`src/rtl/dmem_access.sv`:
```
// dmem_access: data-memory access controller for the MEM stage.
//
// Accepts one load/store at a time from EX and drives an SRAM-like bus with a
// split handshake: a request phase closed by data_addr_ok, then a response
// phase closed by data_data_ok. Misaligned accesses never reach the bus; they
// raise a one-cycle address-error pulse instead. Completed ops are reported on
// the wb_* outputs for the downstream load extractor.
//
// Ports:
//   clk, rst          rising-edge clock, synchronous active-high reset
//   ex_valid          EX presents a memory op
//   ex_op[7:0]        one-hot {sw,sh,sb,lw,lhu,lh,lbu,lb} (bit 7 .. bit 0)
//   ex_addr[31:0]     effective byte address
//   ex_wdata[31:0]    store source value
//   flush             cancels the op in flight
//   ex_ready          op accepted this cycle (combinational)
//   data_req          bus request, held until data_addr_ok
//   data_wr           1 = store
//   data_size[1:0]    0 byte, 1 half, 2 word
//   data_addr[31:0]   unaligned byte address
//   data_wstrb[3:0]   byte enables, 0000 for loads
//   data_wdata[31:0]  store data replicated across byte lanes
//   data_addr_ok      bus accepted the request
//   data_data_ok      read data / write ack valid
//   data_rdata[31:0]  raw read word
//   wb_valid          one-cycle completion pulse
//   wb_is_load        completed op was a load
//   wb_word[31:0]     raw read word (0 for stores)
//   wb_adrl[1:0]      addr[1:0] of the completed op
//   wb_lubhw_con[4:0] ex_op[4:0] of the completed op
//   adel, ades        load / store address-error pulses
//   badvaddr[31:0]    faulting address, held until the next fault

module dmem_access (
    input  logic        clk,
    input  logic        rst,

    input  logic        ex_valid,
    input  logic [7:0]  ex_op,
    input  logic [31:0] ex_addr,
    input  logic [31:0] ex_wdata,
    input  logic        flush,
    output logic        ex_ready,

    output logic        data_req,
    output logic        data_wr,
    output logic [1:0]  data_size,
    output logic [31:0] data_addr,
    output logic [3:0]  data_wstrb,
    output logic [31:0] data_wdata,
    input  logic        data_addr_ok,
    input  logic        data_data_ok,
    input  logic [31:0] data_rdata,

    output logic        wb_valid,
    output logic        wb_is_load,
    output logic [31:0] wb_word,
    output logic [1:0]  wb_adrl,
    output logic [4:0]  wb_lubhw_con,

    output logic        adel,
    output logic        ades,
    output logic [31:0] badvaddr
);

    typedef enum logic [1:0] {StIdle, StReq, StWait, StDrop} state_e;

    state_e state_q, state_d;

    // Request captured at accept; drives the bus directly so it stays stable
    // for the whole request phase.
    logic [31:0] req_addr_q,  req_addr_d;
    logic [1:0]  req_size_q,  req_size_d;
    logic        req_wr_q,    req_wr_d;
    logic [3:0]  req_wstrb_q, req_wstrb_d;
    logic [31:0] req_wdata_q, req_wdata_d;
    logic [4:0]  req_con_q,   req_con_d;

    // Completion / exception outputs.
    logic        wb_valid_q,   wb_valid_d;
    logic        wb_is_load_q, wb_is_load_d;
    logic [31:0] wb_word_q,    wb_word_d;
    logic [1:0]  wb_adrl_q,    wb_adrl_d;
    logic [4:0]  wb_con_q,     wb_con_d;
    logic        adel_q,       adel_d;
    logic        ades_q,       ades_d;
    logic [31:0] badvaddr_q,   badvaddr_d;

    // Decode of the incoming op.
    logic       op_load, op_store, op_half, op_word, op_none, misaligned;
    logic [1:0] op_size;
    logic [3:0] op_wstrb;
    logic [31:0] op_wdata;

    always_comb begin
        op_load    = |ex_op[4:0];
        op_store   = |ex_op[7:5];
        op_half    = ex_op[2] | ex_op[3] | ex_op[6];
        op_word    = ex_op[4] | ex_op[7];
        op_none    = (ex_op == 8'h00);
        misaligned = (op_half & ex_addr[0]) | (op_word & (ex_addr[1:0] != 2'b00));

        if (op_word) begin
            op_size = 2'd2;
        end else if (op_half) begin
            op_size = 2'd1;
        end else begin
            op_size = 2'd0;
        end

        op_wstrb = 4'b0000;
        op_wdata = 32'h0000_0000;
        if (ex_op[5]) begin
            op_wstrb = 4'b0001 << ex_addr[1:0];
            op_wdata = {4{ex_wdata[7:0]}};
        end else if (ex_op[6]) begin
            op_wstrb = ex_addr[1] ? 4'b1100 : 4'b0011;
            op_wdata = {2{ex_wdata[15:0]}};
        end else if (ex_op[7]) begin
            op_wstrb = 4'b1111;
            op_wdata = ex_wdata;
        end
    end

    // Next-state logic.
    always_comb begin
        state_d      = state_q;
        req_addr_d   = req_addr_q;
        req_size_d   = req_size_q;
        req_wr_d     = req_wr_q;
        req_wstrb_d  = req_wstrb_q;
        req_wdata_d  = req_wdata_q;
        req_con_d    = req_con_q;
        wb_valid_d   = 1'b0;
        wb_is_load_d = wb_is_load_q;
        wb_word_d    = wb_word_q;
        wb_adrl_d    = wb_adrl_q;
        wb_con_d     = wb_con_q;
        adel_d       = 1'b0;
        ades_d       = 1'b0;
        badvaddr_d   = badvaddr_q;

        case (state_q)
            StIdle: begin
                // An all-zero op is swallowed without side effects.
                if (ex_valid && !flush && !op_none) begin
                    if (misaligned) begin
                        adel_d     = op_load;
                        ades_d     = op_store;
                        badvaddr_d = ex_addr;
                    end else begin
                        req_addr_d  = ex_addr;
                        req_size_d  = op_size;
                        req_wr_d    = op_store;
                        req_wstrb_d = op_wstrb;
                        req_wdata_d = op_wdata;
                        req_con_d   = ex_op[4:0];
                        state_d     = StReq;
                    end
                end
            end

            StReq: begin
                // data_data_ok cannot legally arrive here and is ignored.
                if (data_addr_ok) begin
                    state_d = flush ? StDrop : StWait;
                end else if (flush) begin
                    state_d = StIdle;
                end
            end

            StWait: begin
                if (flush) begin
                    // A response coinciding with the flush is simply discarded.
                    state_d = data_data_ok ? StIdle : StDrop;
                end else if (data_data_ok) begin
                    state_d      = StIdle;
                    wb_valid_d   = 1'b1;
                    wb_is_load_d = ~req_wr_q;
                    wb_word_d    = req_wr_q ? 32'h0000_0000 : data_rdata;
                    wb_adrl_d    = req_addr_q[1:0];
                    wb_con_d     = req_con_q;
                end
            end

            StDrop: begin
                // The bus still owes a response; swallow it before reusing the bus.
                if (data_data_ok) begin
                    state_d = StIdle;
                end
            end

            default: state_d = StIdle;
        endcase
    end

    always_ff @(posedge clk) begin
        if (rst) begin
            state_q      <= StIdle;
            req_addr_q   <= 32'h0000_0000;
            req_size_q   <= 2'd0;
            req_wr_q     <= 1'b0;
            req_wstrb_q  <= 4'b0000;
            req_wdata_q  <= 32'h0000_0000;
            req_con_q    <= 5'b00000;
            wb_valid_q   <= 1'b0;
            wb_is_load_q <= 1'b0;
            wb_word_q    <= 32'h0000_0000;
            wb_adrl_q    <= 2'b00;
            wb_con_q     <= 5'b00000;
            adel_q       <= 1'b0;
            ades_q       <= 1'b0;
            badvaddr_q   <= 32'h0000_0000;
        end else begin
            state_q      <= state_d;
            req_addr_q   <= req_addr_d;
            req_size_q   <= req_size_d;
            req_wr_q     <= req_wr_d;
            req_wstrb_q  <= req_wstrb_d;
            req_wdata_q  <= req_wdata_d;
            req_con_q    <= req_con_d;
            wb_valid_q   <= wb_valid_d;
            wb_is_load_q <= wb_is_load_d;
            wb_word_q    <= wb_word_d;
            wb_adrl_q    <= wb_adrl_d;
            wb_con_q     <= wb_con_d;
            adel_q       <= adel_d;
            ades_q       <= ades_d;
            badvaddr_q   <= badvaddr_d;
        end
    end

    // Outputs.
    assign ex_ready     = (state_q == StIdle) & ~rst;
    assign data_req     = (state_q == StReq);
    assign data_wr      = req_wr_q;
    assign data_size    = req_size_q;
    assign data_addr    = req_addr_q;
    assign data_wstrb   = req_wstrb_q;
    assign data_wdata   = req_wdata_q;
    assign wb_valid     = wb_valid_q;
    assign wb_is_load   = wb_is_load_q;
    assign wb_word      = wb_word_q;
    assign wb_adrl      = wb_adrl_q;
    assign wb_lubhw_con = wb_con_q;
    assign adel         = adel_q;
    assign ades         = ades_q;
    assign badvaddr     = badvaddr_q;

endmodule

```
`config.mk`:
```
export PLATFORM = sky130hd
export DESIGN_NAME = dmem_access
export DESIGN_NICKNAME = d
export VERILOG_FILES = /design/src/rtl/dmem_access.sv
export SDC_FILE = /design/constraint.sdc
export NUM_CORES = 1
export LEC_CHECK = 0
export ABC_AREA = 0
export CORE_MARGIN = 4
export CORE_UTILIZATION = 40
export CTS_CLUSTER_DIAMETER = 100
export DETAILED_ROUTE_END_ITERATION = 10
export PLACE_DENSITY = 0.82
export RECOVER_POWER = 25
export SYNTH_ARGS = -nofsm -noshare
export SYNTH_HDL_FRONTEND = slang
export SYNTH_SLANG_ARGS = --single-unit
```
`constraint.sdc`:
```
create_clock -name clk -period 2.2 [get_ports clk]
set_clock_uncertainty 0.2 [all_clocks]
set_input_delay 0.33 -clock clk [delete_from_list [all_inputs] [get_ports clk]]
set_output_delay 0.33 -clock clk [all_outputs]
set_load 0.005 [all_outputs]
```
* After elaboration in Yosys (flattened, before gate mapping)
Index checks and enable logic that the tools add are counted.
** Word-level totals
- Register bits :: 153
- Input port bits :: 110
- Output and inout port bits :: 148
- Word-level logic and storage cells :: 71
** Operators by class
- Equal/unequal tests :: 6
- Shifts and indexed selects :: 1
- Mux-type cells :: 20
- Bitwise operators :: 14
- Reduce and logical (&&, ||, !) cells :: 15
** Operators with widths (number)
- 32-bit two-way mux :: 4
- 2-bit two-way mux :: 8
- 4-bit two-way mux :: 4
- 3-bit AND reduction :: 4
- 8-bit zero test :: 1
- 2-bit case mux with 4 select lines :: 1
- 1-bit inverter :: 7
- 3-bit OR reduction :: 2
- 5-bit OR reduction :: 1
- 2-bit == test, second input constant :: 2
- 2-bit inequality test, second input constant :: 2
- 1-bit OR :: 4
- 4-bit OR reduction :: 1
- 1-bit by 2-bit left shift with 4-bit output, first input constant :: 1
- 1-bit bitwise AND :: 3
- 1-bit two-way mux :: 3
- 3-bit by 2-bit inequality test with 1-bit output, second input constant :: 1
- 2-bit by 1-bit == test with 1-bit output, second input constant :: 1
- 1-bit logical AND :: 2
- 1-bit zero test :: 2
- 2-bit zero test :: 1
- 2-bit nonzero test :: 1

* Depth between registers and ports, before layout
- Depth after elaboration :: 7
- Mapped depth :: 8
- Mapped depth without buffers :: 4

* Worst setup path after synthesis
OpenSTA, ideal clock, no wires.
- Path kind :: reg-to-reg
- Start point :: reg state_q[1]
- End point :: reg req_wdata_q[19], in the netlist data_wdata[19]
- Setup time :: 134 ps
- Arrival time :: 1644 ps
- Required time :: 1866 ps
- Path slack :: 222 ps
- Cell stages (with the launch flop) :: 7
- Path buffers :: 2
- Cell sequence :: dfxtp_1 -> or4b_4 -> a31o_2 -> nor2_2 -> buf_6 -> buf_2 -> a211oi_1
** On the way
- Word-level cells in the longest chain between the ends :: 2
** RTL lines
- start: declaration :: RTL line 68 : state_e state_q, state_d;
- start signal: assignment :: RTL line 199 : state_q <= StIdle;
- start signal: assignment :: RTL line 215 : state_q <= state_d;
- 2-bit zero test :: RTL line 143 : case (state_q)
- 3-bit AND reduction (no line)
- end signal: assignment :: RTL line 220 : req_wdata_q <= req_wdata_d;
- end: declaration :: RTL line 76 : logic [31:0] req_wdata_q, req_wdata_d;
Every way passes these cells.
A chain may end at the register's enable or synchronous reset.

* Worst setup path in the final report
- Start point :: reg state_q[0]
- End point :: reg req_addr_q[31], in the netlist data_addr[31]
** On the way
- Word-level cells in the longest chain between the ends :: 2
** RTL lines
- 2-bit zero test :: RTL line 143
- 3-bit AND reduction (no line)
- end signal: assignment :: RTL line 216 : req_addr_q <= req_addr_d;
- end: declaration :: RTL line 72 : logic [31:0] req_addr_q, req_addr_d;
Every way passes these cells.

==> results by stage <==
Clocking:
- The number of hold buffers added after cts is 0.
- The number of buffers added for setup after CTS is 0.
- The CTS tree is done.
- Clock-pin slew was measured on the worst setup and hold paths at 60 ps.
- The buffer cell driving the clock tree root is clkbuf_16.
- The H-tree was split into 4 levels.
- Clock tree synthesis found a total of 153 sinks.
- The maximum buffer depth of the clock tree is 2.
- In this run, post-CTS repair resized a total of 2 instances.
- The insertion delay to the later sink of the worst-skew pair is 420 ps.
- The number of clock buffers added by TritonCTS is 17.

Timing:
- The remaining max-slew budget at the tightest pin is 46.7%.
- The final max-slew violation count came to 0.
- The fmax is 478 MHz.
- Setup violations remaining at the end of the flow were counted as 0.
- The transition time of the tightest slew-check pin is 800 ps.
- The total count of hold-check failures in the final report came to 0.
- The minimum hold slack is 221 ps.
- Setup repair after global routing left no endpoint under its margin.
- The worst path uses 95.1% of the clock period.
- The smallest clock period supported by the final layout is computed as 2090 ps.

Global routing:
- The aggregate global routing overflow is 0.
- Entering global routing, the biggest net connects 70 pins.
- The via count of the first global-routing pass is 6162.
- The first global-routing pass estimated 32700 um of wire.
- The initial antenna violation count came to 1.
- In the global route stage, overall resource usage came out at 22.7%.

Worst setup path:
- The endpoint kind of the worst setup timing path is a register.
- The end of the critical path is data_addr[31]$_SDFFE_PP0P_.
- The arrival time reported for the critical path endpoint is 2190 ps.
- At the worst endpoint, the required time is 2290 ps.
- The beginning of the worst register-to-register path is state_q[0]$_SDFFE_PP0P_.
- The critical path class is reg -> reg.
- Of all nets on the critical path, the largest fanout is 35.
- The worst register-to-register path ends at data_addr[31]$_SDFFE_PP0P_.
- The worst register-to-register path has a depth of 5.
- The startpoint kind of the worst setup timing path is a register.
- The slack of the worst reg-to-reg path is 110 ps.
- The worst setup path startpoint is state_q[0]$_SDFFE_PP0P_.

Logic synthesis:
- The top cell type by area accounts for 49.0% of the synthesized area.
- The most area-hungry cell type in the Yosys netlist is dfxtp_1.
- Synthesis produced a netlist with a net count of 867.
- Sorting the synthesized cells by how often they occur yields dfxtp_1, a21oi_1, o21ai_0.
- The distinct cell type count after synthesis is 38.
- The most used flip-flop cell after synthesis is dfxtp_1.
- In the synthesized netlist, the number of instances is 757.
- Of all flip-flops after synthesis, the portion carrying an async set or reset was 0%.
- In the post-synthesis netlist, the biggest area contributors are dfxtp_1, a21oi_1, o21ai_0.
- The fraction of the yosys area taken by sequential cells is 49.0%.
- The library cell with the highest instance count after synthesis is dfxtp_1.
- In this run the cell area of the synthesized design comes to 6250 sq um.
- The number of synthesis warnings is 0.
- The post-synthesis register bit count is 153.
- The number of enable flip-flop cells after synthesis is 0.
- The mean area per synthesized cell is 8.25 sq um.

Routing:
- For this block, the initial DRC count from the detailed router was 452.
- After detailed routing, the average wire length per cell comes to 16.9 um.
- The detailed router placed 6625 vias in this run.
- The average via count per standard cell is 5.40.
- After detailed routing, the number of remaining DRC violations is 0.
- The remaining antenna violation count after routing is 0.
- The routed design has 20700 um of wire.
- The first detailed-routing pass took 7 iterations.

Cells and area:
- The share of cells above drive strength 1 is 8.77%.
- For this run, the post-layout net count is 1112.
- The post-layout instance count excluding filler cells is 1227.
- The area growth from synthesis to layout is 56.7%.

Floorplan:
- The initial cell density of the core is 41.0%.
- The number of I/O pins is 258.
- The total area inside the core boundary comes to 15300 sq um.
- The site row count is 45.
- Measured along the y axis, the die boundary spans 133 um.
- The die is 133 um wide.
- The die covers 17700 sq um.

Flow run:
- Max-cap violations in this run came to 0.

Placed design:
- The estimated wirelength of the detail-placed design is 14500 um.
- Input and output buffers added on the ports amount to 257.
- The final RePlAce weighted congestion is 0.827.
- The cell count after placement is 1194.

Status:
- The run finished with clean final reports.

Power:
- Power spread over the standard cell area amounts to 660 nW/um^2.
- The peak supply drop is 0.000546 V.
- The analysis attributes to cell leakage a power of 3.40 nW.

Worst hold path:
- The class of the tightest hold or removal check is in -> reg.
power by group:
part / leakage, nW / total, W / switching (W) / internal [W]
registers: 1.24 / 0.00288 / 0.0000373 / 0.00284
clock network: 0.256 / 0.00267 / 0.00120 / 0.00148
logic: 1.90 / 0.000905 / 0.000429 / 0.000476
cell usage in the layout (no fill, tap or decap), drive strengths merged, types with 2 or more instances in the layout:
cell type / n
clkdlybuf4s50: 221
dfxtp: 153
a21oi: 143
o21ai: 85
nand3: 78
nand2: 51
buf: 48
nand3b: 40
dlygate4sd3: 33
a211oi: 24
clkbuf: 22
nand2b: 19
nor2: 17
inv: 14
a22oi: 10
a31oi: 9
nand4: 8
a221oi: 8
nor3: 5
clkinv: 5
clkinvlp: 4
nor2b: 2
dlygate4sd2: 2
nor4: 2
area by class of cell:
| class | count | area (sq um) |
|---|---|---|
| multi-input combinational | 513 | 2830 |
| sequential | 153 | 3060 |
| tap | 211 | 264 |
| clock buffer | 19 | 443 |
| inverter | 10 | 37.5 |
| fill | 1298 | 5470 |
| antenna | 1 | 2.50 |
| timing repair buffer | 307 | 3060 |
| clock inverter | 13 | 93.8 |
per-stage QoR:
| stage | power (W) | setup slack [ps] | cell area, sq um | TNS (ps) | utilization (%) |
|---|---|---|---|---|---|
| global placement | 0.00384 | -229 | 9270 | -21240 | 60.7 |
| floorplan | 0.00330 | 222 | 6250 | 0 | - |
| detailed placement | 0.00385 | -278 | 9270 | -24250 | 60.7 |
| CTS | 0.00653 | 92.4 | 9800 | 0 | 64.2 |
| finish | 0.00646 | 108 | 9790 | 0 | 64.2 |
| global route | 0.00673 | 7.16 | 9790 | 0 | 64.2 |
worst max-delay path, cell delays in order (launching register included):
cell	delay, ps
dfxtp_1	340
or4b_4	580
a31o_2	280
buf_4	240
o21ai_0	220
a21oi_1	110
per-layer routing:
metal,GRT usage (%),share of wire [%],up-vias
met5,0,0,-
met3,6.69,7.8,41
li1,-,-,3218
met2,35.2,47,271
met1,29.6,42,3095
met4,9.58,2.8,0
kinds of logic after synthesis:
family | after synthesis | synth area share [%]
simple gates | 226 | 19.4
buf+inv | 91 | 5.91
compound gates | 285 | 25.4
flops | 153 | 49.0
mux | 1 | 0.160
xor+xnor | 1 | 0.140
sequential cells by signal, summed over array words and instances (netlist names):
register,flops
wb_is_load,1
data_size,2
badvaddr,32
adel,1
wb_adrl,2
data_wdata,32
req_con_q,5
wb_word,32
ades,1
data_wr,1
wb_lubhw_con,5
data_wstrb,4
wb_valid,1
data_addr,32
state_q,2
worst min-delay path by stage:
| stage | start | to | slack, ps | depth (start not counted) |
|---|---|---|---|---|
| final | rst | data_wdata[14]$_SDFFE_PP0P_ | 220 | 3 |
| after global routing | rst | data_wdata[13]$_SDFFE_PP0P_ | 240 | 3 |
| after CTS | rst | data_wdata[14]$_SDFFE_PP0P_ | 200 | 3 |
| after detailed placement | wb_word[17]$_SDFFE_PP0P_ | wb_word[17]$_SDFFE_PP0P_ | 240 | 2 |
| after global placement | wb_word[3]$_SDFFE_PP0P_ | wb_word[3]$_SDFFE_PP0P_ | 240 | 2 |
| after floorplan | req_con_q[0]$_SDFFE_PP0P_ | wb_lubhw_con[0]$_SDFFE_PP0P_ | 230 | 2 |
No activity file was read; power rests on OpenSTA's default activity.
